<file path="src/rtl/multicycle_control.sv">
// multicycle_control: Moore FSM sequencing the multicycle MIPS datapath controls.
// Outputs decode from the state register and the opcode latched on leaving DECODE.
module multicycle_control #(
    parameter bit ILLEGAL_TRAP = 1'b0
) (
    input  logic       clk,
    input  logic       reset,
    input  logic [5:0] opcode,
    output logic       PCWrite,
    output logic       BranchEq,
    output logic       BranchNe,
    output logic       IorD,
    output logic       MemRead,
    output logic       MemWrite,
    output logic       MemtoReg,
    output logic       IRWrite,
    output logic       ALUSrcA,
    output logic       RegWrite,
    output logic       RegDst,
    output logic       ExtOp,
    output logic [1:0] PCSource,
    output logic [1:0] ALUSrcB,
    output logic [2:0] ALUOp,
    output logic [3:0] state,
    output logic       retire,
    output logic       illegal
);
    typedef enum logic [3:0] {
        FETCH  = 4'd0,
        DECODE = 4'd1,
        MEMADR = 4'd2,
        MEMRD  = 4'd3,
        MEMWB  = 4'd4,
        MEMWR  = 4'd5,
        EXEC   = 4'd6,
        RCOMP  = 4'd7,
        BRANCH = 4'd8,
        JUMP   = 4'd9,
        IEXEC  = 4'd10,
        ICOMP  = 4'd11,
        HALT   = 4'd15
    } state_t;

    localparam logic [5:0] OP_R    = 6'b000000;
    localparam logic [5:0] OP_LW   = 6'b100011;
    localparam logic [5:0] OP_SW   = 6'b101011;
    localparam logic [5:0] OP_BEQ  = 6'b000100;
    localparam logic [5:0] OP_BNE  = 6'b000101;
    localparam logic [5:0] OP_J    = 6'b000010;
    localparam logic [5:0] OP_ADDI = 6'b001000;
    localparam logic [5:0] OP_ANDI = 6'b001100;

    state_t     st, nx;
    logic [5:0] op_q;
    logic       known;

    always_ff @(posedge clk or posedge reset) begin
        if (reset) begin
            st   <= FETCH;
            op_q <= 6'b000000;
        end else begin
            st <= nx;
            if (st == DECODE) op_q <= opcode;
        end
    end

    // The live opcode is consulted only while in DECODE, before op_q is loaded.
    assign known = opcode inside {OP_R, OP_LW, OP_SW, OP_BEQ, OP_BNE, OP_J, OP_ADDI, OP_ANDI};

    always_comb begin
        nx = FETCH;
        case (st)
            FETCH:  nx = DECODE;
            DECODE: begin
                case (opcode)
                    OP_LW, OP_SW:     nx = MEMADR;
                    OP_R:             nx = EXEC;
                    OP_BEQ, OP_BNE:   nx = BRANCH;
                    OP_J:             nx = JUMP;
                    OP_ADDI, OP_ANDI: nx = IEXEC;
                    default:          nx = ILLEGAL_TRAP ? HALT : FETCH;
                endcase
            end
            MEMADR: nx = (op_q == OP_SW) ? MEMWR : MEMRD;
            MEMRD:  nx = MEMWB;
            EXEC:   nx = RCOMP;
            IEXEC:  nx = ICOMP;
            HALT:   nx = HALT;
            default: nx = FETCH;
        endcase
    end

    always_comb begin
        PCWrite  = 1'b0;
        BranchEq = 1'b0;
        BranchNe = 1'b0;
        IorD     = 1'b0;
        MemRead  = 1'b0;
        MemWrite = 1'b0;
        MemtoReg = 1'b0;
        IRWrite  = 1'b0;
        ALUSrcA  = 1'b0;
        RegWrite = 1'b0;
        RegDst   = 1'b0;
        ExtOp    = 1'b1;
        PCSource = 2'b00;
        ALUSrcB  = 2'b00;
        ALUOp    = 3'b000;
        retire   = 1'b0;
        illegal  = 1'b0;
        case (st)
            FETCH: begin
                MemRead = 1'b1;
                IRWrite = 1'b1;
                PCWrite = 1'b1;
                ALUSrcB = 2'b01;
            end
            DECODE: begin
                ALUSrcB = 2'b11;
                illegal = !known;
            end
            MEMADR: begin
                ALUSrcA = 1'b1;
                ALUSrcB = 2'b10;
            end
            MEMRD: begin
                MemRead = 1'b1;
                IorD    = 1'b1;
            end
            MEMWB: begin
                RegWrite = 1'b1;
                MemtoReg = 1'b1;
                retire   = 1'b1;
            end
            MEMWR: begin
                MemWrite = 1'b1;
                IorD     = 1'b1;
                retire   = 1'b1;
            end
            EXEC: begin
                ALUSrcA = 1'b1;
                ALUOp   = 3'b010;
            end
            RCOMP: begin
                RegWrite = 1'b1;
                RegDst   = 1'b1;
                retire   = 1'b1;
            end
            BRANCH: begin
                ALUSrcA  = 1'b1;
                ALUOp    = 3'b001;
                PCSource = 2'b01;
                BranchEq = (op_q == OP_BEQ);
                BranchNe = (op_q == OP_BNE);
                retire   = 1'b1;
            end
            JUMP: begin
                PCWrite  = 1'b1;
                PCSource = 2'b10;
                retire   = 1'b1;
            end
            IEXEC: begin
                ALUSrcA = 1'b1;
                ALUSrcB = 2'b10;
                ALUOp   = (op_q == OP_ANDI) ? 3'b100 : 3'b011;
                ExtOp   = (op_q != OP_ANDI);
            end
            ICOMP: begin
                RegWrite = 1'b1;
                retire   = 1'b1;
            end
            HALT: illegal = 1'b1;
            default: ;
        endcase
        // Reset must silence strobes immediately, not just after the state register clears.
        if (reset) begin
            PCWrite  = 1'b0;
            BranchEq = 1'b0;
            BranchNe = 1'b0;
            IorD     = 1'b0;
            MemRead  = 1'b0;
            MemWrite = 1'b0;
            MemtoReg = 1'b0;
            IRWrite  = 1'b0;
            ALUSrcA  = 1'b0;
            RegWrite = 1'b0;
            RegDst   = 1'b0;
            ExtOp    = 1'b1;
            PCSource = 2'b00;
            ALUSrcB  = 2'b00;
            ALUOp    = 3'b000;
            retire   = 1'b0;
            illegal  = 1'b0;
        end
    end

    assign state = st;
endmodule

</file>
<file path="config.mk">
export PLATFORM = sky130hd
export DESIGN_NAME = multicycle_control
export DESIGN_NICKNAME = d
export VERILOG_FILES = /design/src/rtl/multicycle_control.sv
export SDC_FILE = /design/constraint.sdc
export NUM_CORES = 1
export LEC_CHECK = 0
export ABC_AREA = 0
export CAP_MARGIN = 0
export CORE_ASPECT_RATIO = 0.75
export CORE_MARGIN = 5
export CORE_UTILIZATION = 43
export CTS_BUF_LIST = sky130_fd_sc_hd__clkbuf_8 sky130_fd_sc_hd__clkbuf_16
export DETAILED_ROUTE_END_ITERATION = 10
export GPL_TIMING_DRIVEN = 0
export PLACE_DENSITY = 0.77
export SYNTH_ARGS = -nofsm -noshare
export SYNTH_HDL_FRONTEND = slang
export SYNTH_SLANG_ARGS = --single-unit
</file>
<file path="constraint.sdc">
create_clock -name clk -period 1.71 [get_ports clk]
set_input_delay 0.342 -clock clk [delete_from_list [all_inputs] [get_ports clk]]
set_output_delay 0.342 -clock clk [all_outputs]
set_load 0.02 [all_outputs]
</file>
## Word level (Yosys, flattened, before mapping)

Cells that the tools add are included.

| word-level totals | value |
|---|---|
| register bits after elaboration | 10 |
| latch bits | 0 |
| bits in writable memories | 0 |
| memory bits (read-only) | 0 |
| bits of input ports | 8 |
| output and inout bits | 25 |
| memories | 0 |

| operators by class | value |
|---|---|
| add/subtract/negate cells | 0 |
| multiply operators | 0 |
| div/mod/pow operators | 0 |
| magnitude comparators | 0 |
| eq/ne operators | 24 |
| shifts and indexed selects | 0 |
| muxes and demuxes | 38 |
| bitwise gates (word level) | 0 |
| reduce and logical (&&, ||, !) cells | 14 |

Operators with widths:

| operator | count |
|---|---|
| one-hot mux 4 bit (7 select lines) | 1 |
| two-way mux 1 bit | 27 |
| == test 6 x 3 -> 1 bit (second input constant) | 4 |
| == test 4 bit (second input constant) | 5 |
| one-hot mux 4 bit (5 select lines) | 1 |
| == test 6 x 4 -> 1 bit (second input constant) | 3 |
| == test 6 bit (second input constant) | 3 |
| == test 4 x 3 -> 1 bit (second input constant) | 4 |
| OR reduction 2 bit | 7 |
| two-way mux 3 bit | 3 |
| one-hot mux 3 bit (3 select lines) | 1 |
| == test 4 x 2 -> 1 bit (second input constant) | 2 |
| nonzero test 8 bit | 1 |
| == test 6 x 2 -> 1 bit (second input constant) | 1 |
| logical NOT 6 bit | 1 |
| inequality test 6 x 4 -> 1 bit (second input constant) | 1 |
| one-hot mux 2 bit (3 select lines) | 1 |
| OR reduction 6 bit | 1 |
| == test 4 x 1 -> 1 bit (second input constant) | 1 |
| logical NOT 4 bit | 1 |
| two-way mux 2 bit | 2 |
| one-hot mux 2 bit (2 select lines) | 1 |
| OR reduction 4 bit | 1 |
| OR reduction 3 bit | 1 |
| 2 further kinds | 2 |

## Logic depth before layout (Yosys ltp)

Gate-level depths: netlist of run 1.

| logic depth | value |
|---|---|
| word-level depth | 5 |
| mapped depth | 5 |

## Worst setup path after synthesis of run 1

No wires, ideal clock.

| timing | value |
|---|---|
| path kind | register to output |
| from | reg st[3] (netlist: state[3]) |
| to | out ALUOp[0] |
| arrival | 2.019 ns |
| data required time | 1.368 ns |
| path slack | -0.651 ns |
| stages on the path, launching flop included | 4 |
| path buffers | 1 |
| cells stage by stage | dfrtp_1 -> clkbuf_1 -> nand2b_1 -> a2111oi_0 |

| on the way | value |
|---|---|
| longest elaborated chain between the ends | 3 |
| elaborated cells between the ends (all ways) | 5 |
| classes of those cells | eq/ne (3); mux (2) |

Ends and longest elaborated chain:

| element | RTL line | RTL |
|---|---|---|
| start, declared | 53 | `state_t st, nx;` |
| start signal, assigned | 62 | `st <= nx;` |
| == test 4 bit or == test 4 x 3 -> 1 bit (tied branches) | 111 | `case (st)` |
| one-hot mux 3 bit (3 select lines) * | 111 |  |
| two-way mux 3 bit * | 176 | `if (reset) begin` |
| end, declared | 23 | `output logic [2:0] ALUOp,` |

Every way passes the cells marked *; elsewhere a longest branch is shown, timed or not.

## Worst setup path after layout of run 1

| timing | value |
|---|---|
| from | reg op_q[1] |
| to | out BranchEq |

| on the way | value |
|---|---|
| longest elaborated chain between the ends | 3 |

Ends and longest elaborated chain:

| element | RTL line | RTL |
|---|---|---|
| start, declared | 54 | `logic [5:0] op_q;` |
| start signal, assigned | 63 | `if (st == DECODE) op_q <= opcode;` |
| == test 6 x 3 -> 1 bit | 153 | `BranchEq = (op_q == OP_BEQ);` |
| two-way mux 1 bit | 111 |  |
| two-way mux 1 bit | 176 |  |
| end, declared | 10 | `output logic BranchEq,` |

No other way between the ends.

==> flow_summary.json, run 1 <==
{
  "path_max_fanout": 3,
  "die_area_um2": 3020,
  "grt_start_max_net_pins": 11,
  "library_cell_used_as_clock_root_buffer": "sky130_fd_sc_hd__clkbuf_8",
  "routed-via-count": 1295,
  "clock_tree_from_tritoncts": "yes",
  "vdd_drop_max_v": 0.000440,
  "global_route_congestion_overflow_total": 0,
  "p_leak_nw": 0.731,
  "setup.worst_path.start_class": "flip-flop",
  "grt_antenna_before_repair": 0,
  "cts_inserted_buffers": 3,
  "dp_hpwl_um": 2180,
  "die_h_um": 48.8,
  "grt_pass1_vias": 1247,
  "finalWeightedCongestion": 0.838,
  "yosysWarnings": 0,
  "viasPerCell": 6.64,
  "endpoint_kind": "primary output",
  "synth_top_area_share_pct": 28.9,
  "hold_buffers": 0,
  "worst-endpoint-arrival_ns": 1.77,
  "final_net_count": 181,
  "post-synth-top-area-cell": "sky130_fd_sc_hd__dfrtp_1",
  "drtPass1Iterations": 4,
  "drt_iter0_drc": 92,
  "worstMarginPinSlew_ns": 0.554,
  "main_synth_ff_type": "sky130_fd_sc_hd__dfrtp_1",
  "totalPowerFinal_w": 0.000553,
  "asyncSetResetFlopFracSynth_pct": 100,
  "wl_per_cell_um": 22.8,
  "final.setup_skew_ns": 0.00575,
  "totalWireLength_um": 4440,
  "core_um2": 1960,
  "critical_path_type": "flip-flop to primary output",
  "antenna_cells_inserted": 0,
  "dp.cells": 169,
  "final_hold_viol_count": 0,
  "crit_path_top_delay_cell": "sky130_fd_sc_hd__or4b_4",
  "critPathRequiredTime_ns": 1.37,
  "timing.final.crit_share_pct": 124,
  "ctsLongestPathBuffers": 2,
  "synth_enable_flop_cells": 0,
  "min_period_ns": 2.12,
  "setup_viol": 23,
  "final_core_density_pct": 89.0,
  "num-fill-cells": 95,
  "post_synth_instance_area_um2": 865,
  "pin_count": 33,
  "slowest_delay_ns": 0.60,
  "area.growth.synth_to_final_pct": 102,
  "drc": 0,
  "drv_slew": 0,
  "placedInstanceArea_um2": 1310,
  "final_total_negative_setup_slack_ns": -4.55,
  "violated_checks": "negative setup slack",
  "layout.cells.non_filler": 195,
  "yosysMostFrequentCell": "sky130_fd_sc_hd__nand2_1",
  "grt_pass1_wl_um": 6400,
  "mappedNetlistNets": 122,
  "maxClockFrequency_mhz": 472,
  "path_clk_slew_ns": 0.05,
  "syn_avg_cell_area_um2": 7.58,
  "sequence_of_cells_on_the_critical_path": "or4b_4 -> nor4_4 -> nor2b_4 -> buf_6",
  "power_per_cell_area_nw_per_um2": 317,
  "netlist_top_cells_count": "sky130_fd_sc_hd__nand2_1 (23), sky130_fd_sc_hd__dfrtp_1 (10)",
  "cap_viol_max_count": 0,
  "worst_hold_path_type": "input port to asynchronous set/reset pin",
  "antenna_left": 0,
  "clkSinkCount": 10,
  "initial_core_util_pct": 44.1,
  "dieWidth_um": 61.8,
  "fp-row-count": 14,
  "rsz0062_at_grt": "yes",
  "cell_types_with_the_largest_area_share_after_synthesis": "sky130_fd_sc_hd__dfrtp_1 (29%), sky130_fd_sc_hd__nand2_1 (10%), sky130_fd_sc_hd__nand2b_1 (4.3%)",
  "timing.final.ws_setup_ns": -0.407,
  "synth.ff_latch_count": 10,
  "outcome": "finished with violations",
  "synth.distinct_cells": 41,
  "portBuffers": 31,
  "postLayoutCellArea_um2": 1750,
  "grt.total_usage_pct": 28.5,
  "worstSkewPairLatency_ns": 0.25,
  "worst_max_slew_margin_expressed_relative_to_the_limit_pct": 62.6,
  "htree_levels": 1,
  "synthesis.instances": 114,
  "layout-drive-gt1-share_pct": 59.6,
  "register_area_share_after_synthesis_pct": 28.9
}
==> path summary, 6_finish.rpt <==
| path | startpoint | to | slack (ns) | cells past startpoint |
|---|---|---|---|---|
| hold / removal | reset | op_q[1] | 0.42 | 3 |
| hold reg to reg | op_q[4] | op_q[4] | 0.52 | 2 |
| max in group asynchronous | reset | state[2] | 1.12 | 3 |
| setup reg to reg | state[1] | state[1] | -0.16 | 6 |
| min in group clk | opcode[2] | op_q[2] | 0.50 | 3 |
| setup / recovery | op_q[1] | BranchEq | -0.41 | 4 |
==> where the power goes <==
part	switching, W	leakage [nW]	internal, W
combinational	0.0000377	0.623	0.0000196
sequential	0	0.0859	0.000237
clock	0.000104	0.0216	0.000155
total	0.000142	0.731	0.000412
==> final cells by class <==
class / instances / area, µm² / share of cell area, %
tap: 24 / 30.0 / 1.72
inverter: 2 / 13.8 / 0.789
timing repair buffer: 55 / 512 / 29.3
multi-input combinational: 94 / 820 / 47.0
buffer: 7 / 72.6 / 4.16
clock buffer: 3 / 41.3 / 2.37
sequential: 10 / 256 / 14.7
==> cells by family after synthesis <==
group	after synthesis	share of synthesized area, %
AND/OR/NAND/NOR	71	46.2
AO/OA/AOI/OAI	21	17.5
XOR/XNOR	2	2.03
flip-flops	10	28.9
buffers and inverters	10	5.35
==> state kept, by name (all words and copies together) (netlist names) <==
name,flops
op_q,6
state,4
==> per-layer routing <==
metal,global-route usage [%],routed length (µm)
met1,38.6,1760
met2,44.1,2070
met3,6.88,422
met4,8.83,187
met5,0,0
==> what timing repair did <==
| action | in CTS | in global routing |
|---|---|---|
| resized for setup | 157 | 31 |
| endpoints found under the hold margin | 0 | 0 |
| endpoints found under the setup margin | 23 | 24 |
| pin swaps | 8 | 17 |
| buffers inserted | 19 | 5 |
==> per-stage QoR <==
| stage | hold slack (ns) | setup WS, ns |
|---|---|---|
| after floorplan | 0.187 | -0.228 |
| after global placement | 0.470 | -1.04 |
| after detailed placement | 0.482 | -1.11 |
| after CTS | 0.419 | -0.390 |
| after global routing | 0.437 | -0.448 |
| final | 0.422 | -0.407 |
==> placed cells by master, fill, tap and decap left out, types with 4 or more instances in the layout <==
cell type                       netlist  routed
sky130_fd_sc_hd__nand2_2              0       4
sky130_fd_sc_hd__buf_6                1      23
sky130_fd_sc_hd__nand2_1             23      18
sky130_fd_sc_hd__dfrtp_2              0       5
sky130_fd_sc_hd__nor2_4               0       4
sky130_fd_sc_hd__clkbuf_8             0       5
sky130_fd_sc_hd__dfrtp_1             10       5
sky130_fd_sc_hd__dlygate4sd2_1        0       7
sky130_fd_sc_hd__nor3_2               0       5
sky130_fd_sc_hd__buf_4                0      22
==> critical path, delay by kind of cell (launching register included) <==
kind,cells,cell delay (ns)
flip-flops,1,0.38
AND/OR/NAND/NOR,3,1.01
buffers and inverters,1,0.13
Note: power is estimated with default switching activity, not from simulation.
==> run 2: changes to the inputs <==
Settings changed: PLACE_DENSITY 0.77 to 0.75.
==> flow_summary.json, run 2 (same netlist as run 1, synthesis figures left out) <==
{
  "drt_iter0_drc": 95,
  "drc": 0,
  "clock_tree_from_tritoncts": "yes",
  "cp-startpoint": "op_q[4]",
  "initial_core_util_pct": 44.1,
  "final_cell_mix": "sky130_fd_sc_hd__buf_4 (35), sky130_fd_sc_hd__nand2_1 (22), sky130_fd_sc_hd__buf_6 (13)",
  "critical_path_type": "flip-flop to primary output",
  "portBuffers": 31,
  "hold-worst-slack_ns": 0.461,
  "drtPass1Iterations": 4,
  "worst_hold_path_type": "input port to asynchronous set/reset pin",
  "grt.total_usage_pct": 25.1,
  "fp-row-count": 14,
  "grt_pass1_wl_um": 5660,
  "final_total_negative_setup_slack_ns": -3.74,
  "min_period_ns": 2.14,
  "totalWireLength_um": 4150,
  "worst-r2r-cell-count": 5,
  "die_area_um2": 3020,
  "endpoint_kind": "primary output",
  "grt_pass1_vias": 1137,
  "multi_input_comb_area_um2": 791,
  "routed-via-count": 1276,
  "library_cell_used_as_clock_root_buffer": "sky130_fd_sc_hd__clkbuf_8",
  "reg2reg_from": "state[3]",
  "violated_checks": "negative setup slack",
  "largest_register_ffs": 6,
  "worstMarginPinSlew_ns": 0.577,
  "cap_viol_max_count": 0,
  "worstSkewPairLatency_ns": 0.24,
  "layout-drive-gt1-share_pct": 54.9,
  "vdd_drop_max_v": 0.000422,
  "setup.worst_path.start_class": "flip-flop",
  "core_um2": 1960,
  "pin_count": 33,
  "p_leak_nw": 0.734,
  "outcome": "finished with violations",
  "final_hold_viol_count": 0,
  "rsz0062_at_grt": "yes",
  "worst-endpoint-arrival_ns": 1.80,
  "wl_per_cell_um": 21.1,
  "cts_inserted_buffers": 3,
  "largest-register": "op_q",
  "ctsLongestPathBuffers": 2,
  "grt_antenna_before_repair": 0,
  "dp_slack_ns": -1.07,
  "mostFrequentLayoutCell": "sky130_fd_sc_hd__buf_4",
  "grt_start_max_net_pins": 11,
  "critPathRequiredTime_ns": 1.37,
  "antenna_cells_inserted": 0,
  "final_net_count": 183,
  "finalWeightedCongestion": 0.876,
  "drv_slew": 0,
  "worst_max_slew_margin_expressed_relative_to_the_limit_pct": 61.2,
  "maxClockFrequency_mhz": 467,
  "timing.final.crit_share_pct": 125,
  "clkSinkCount": 10,
  "antenna_left": 0,
  "layout.area.seq_um2": 255,
  "area.growth.synth_to_final_pct": 97.1,
  "path_max_fanout": 3,
  "htree_levels": 1,
  "setup_viol": 22,
  "timing.final.ws_setup_ns": -0.430,
  "viasPerCell": 6.48,
  "global_route_congestion_overflow_total": 0,
  "dieWidth_um": 61.8,
  "num-fill-cells": 96,
  "final.setup_skew_ns": 0.00752,
  "die_h_um": 48.8,
  "path_clk_slew_ns": 0.05,
  "totalPowerFinal_w": 0.000538,
  "power_per_cell_area_nw_per_um2": 316,
  "dp_hpwl_um": 2140
}
-- run 2: what timing repair did --
action,4_1_cts,5_1_grt
buffers inserted,17,11
hold buffers,0,0
setup endpoints to repair,22,24
pin swaps,12,11
resized for setup,155,22
-- run 2: through the flow --
| step | std cells | util (%) | instance area, µm² |
|---|---|---|---|
| final | 197 | 86.9 | 1700 |
| after global routing | 197 | 86.9 | 1700 |
| after CTS | 188 | 79.9 | 1570 |
| after detailed placement | 169 | 66.9 | 1310 |
| after global placement | 169 | 66.9 | 1310 |
| after floorplan | 114 | - | 972 |
-- run 2: path summary, 6_finish.rpt --
kind,slack [ns],endpoint
min in group clk,0.53,op_q[5]
worst max register to register,-0.07,state[1]
worst min-delay path,0.46,op_q[4]
max in group asynchronous,1.08,state[1]
worst max-delay path,-0.43,ALUOp[2]
worst min register to register,0.54,op_q[2]
-- run 2: cell type report --
cell class,count,area share (%)
repair buffers,58,29.6
flip-flops and latches,10,15.0
inverters,2,1.40
plain buffers,6,3.45
clock buffers,3,2.42
multi-input cells,94,46.4
well taps,24,1.76
-- run 2: layer usage --
layer  vias to the layer above  GRT usage (%)  part of all wire [%]  wire length [µm]
li1                        545              -                     -                 -
met1                       625           35.1                    40              1660
met2                        93           38.0                    48              2000
met3                        13           5.29                   9.1               379
met4                         0           7.77                   2.7               112
met5                         -              0                     0                 0
-- run 2: report_power, final --
group | switching [W] | internal, W
Combinational | 0.0000369 | 0.0000188
Clock | 0.0000913 | 0.000154
Sequential | 0 | 0.000237
-- run 2: worst max-delay path, cell delays in order, from the launching register on --
cell and delay (ns):
sky130_fd_sc_hd__dfrtp_1 0.40, sky130_fd_sc_hd__or4b_4 0.61, sky130_fd_sc_hd__nor2_4 0.18, sky130_fd_sc_hd__and3_1 0.21, sky130_fd_sc_hd__buf_4 0.15
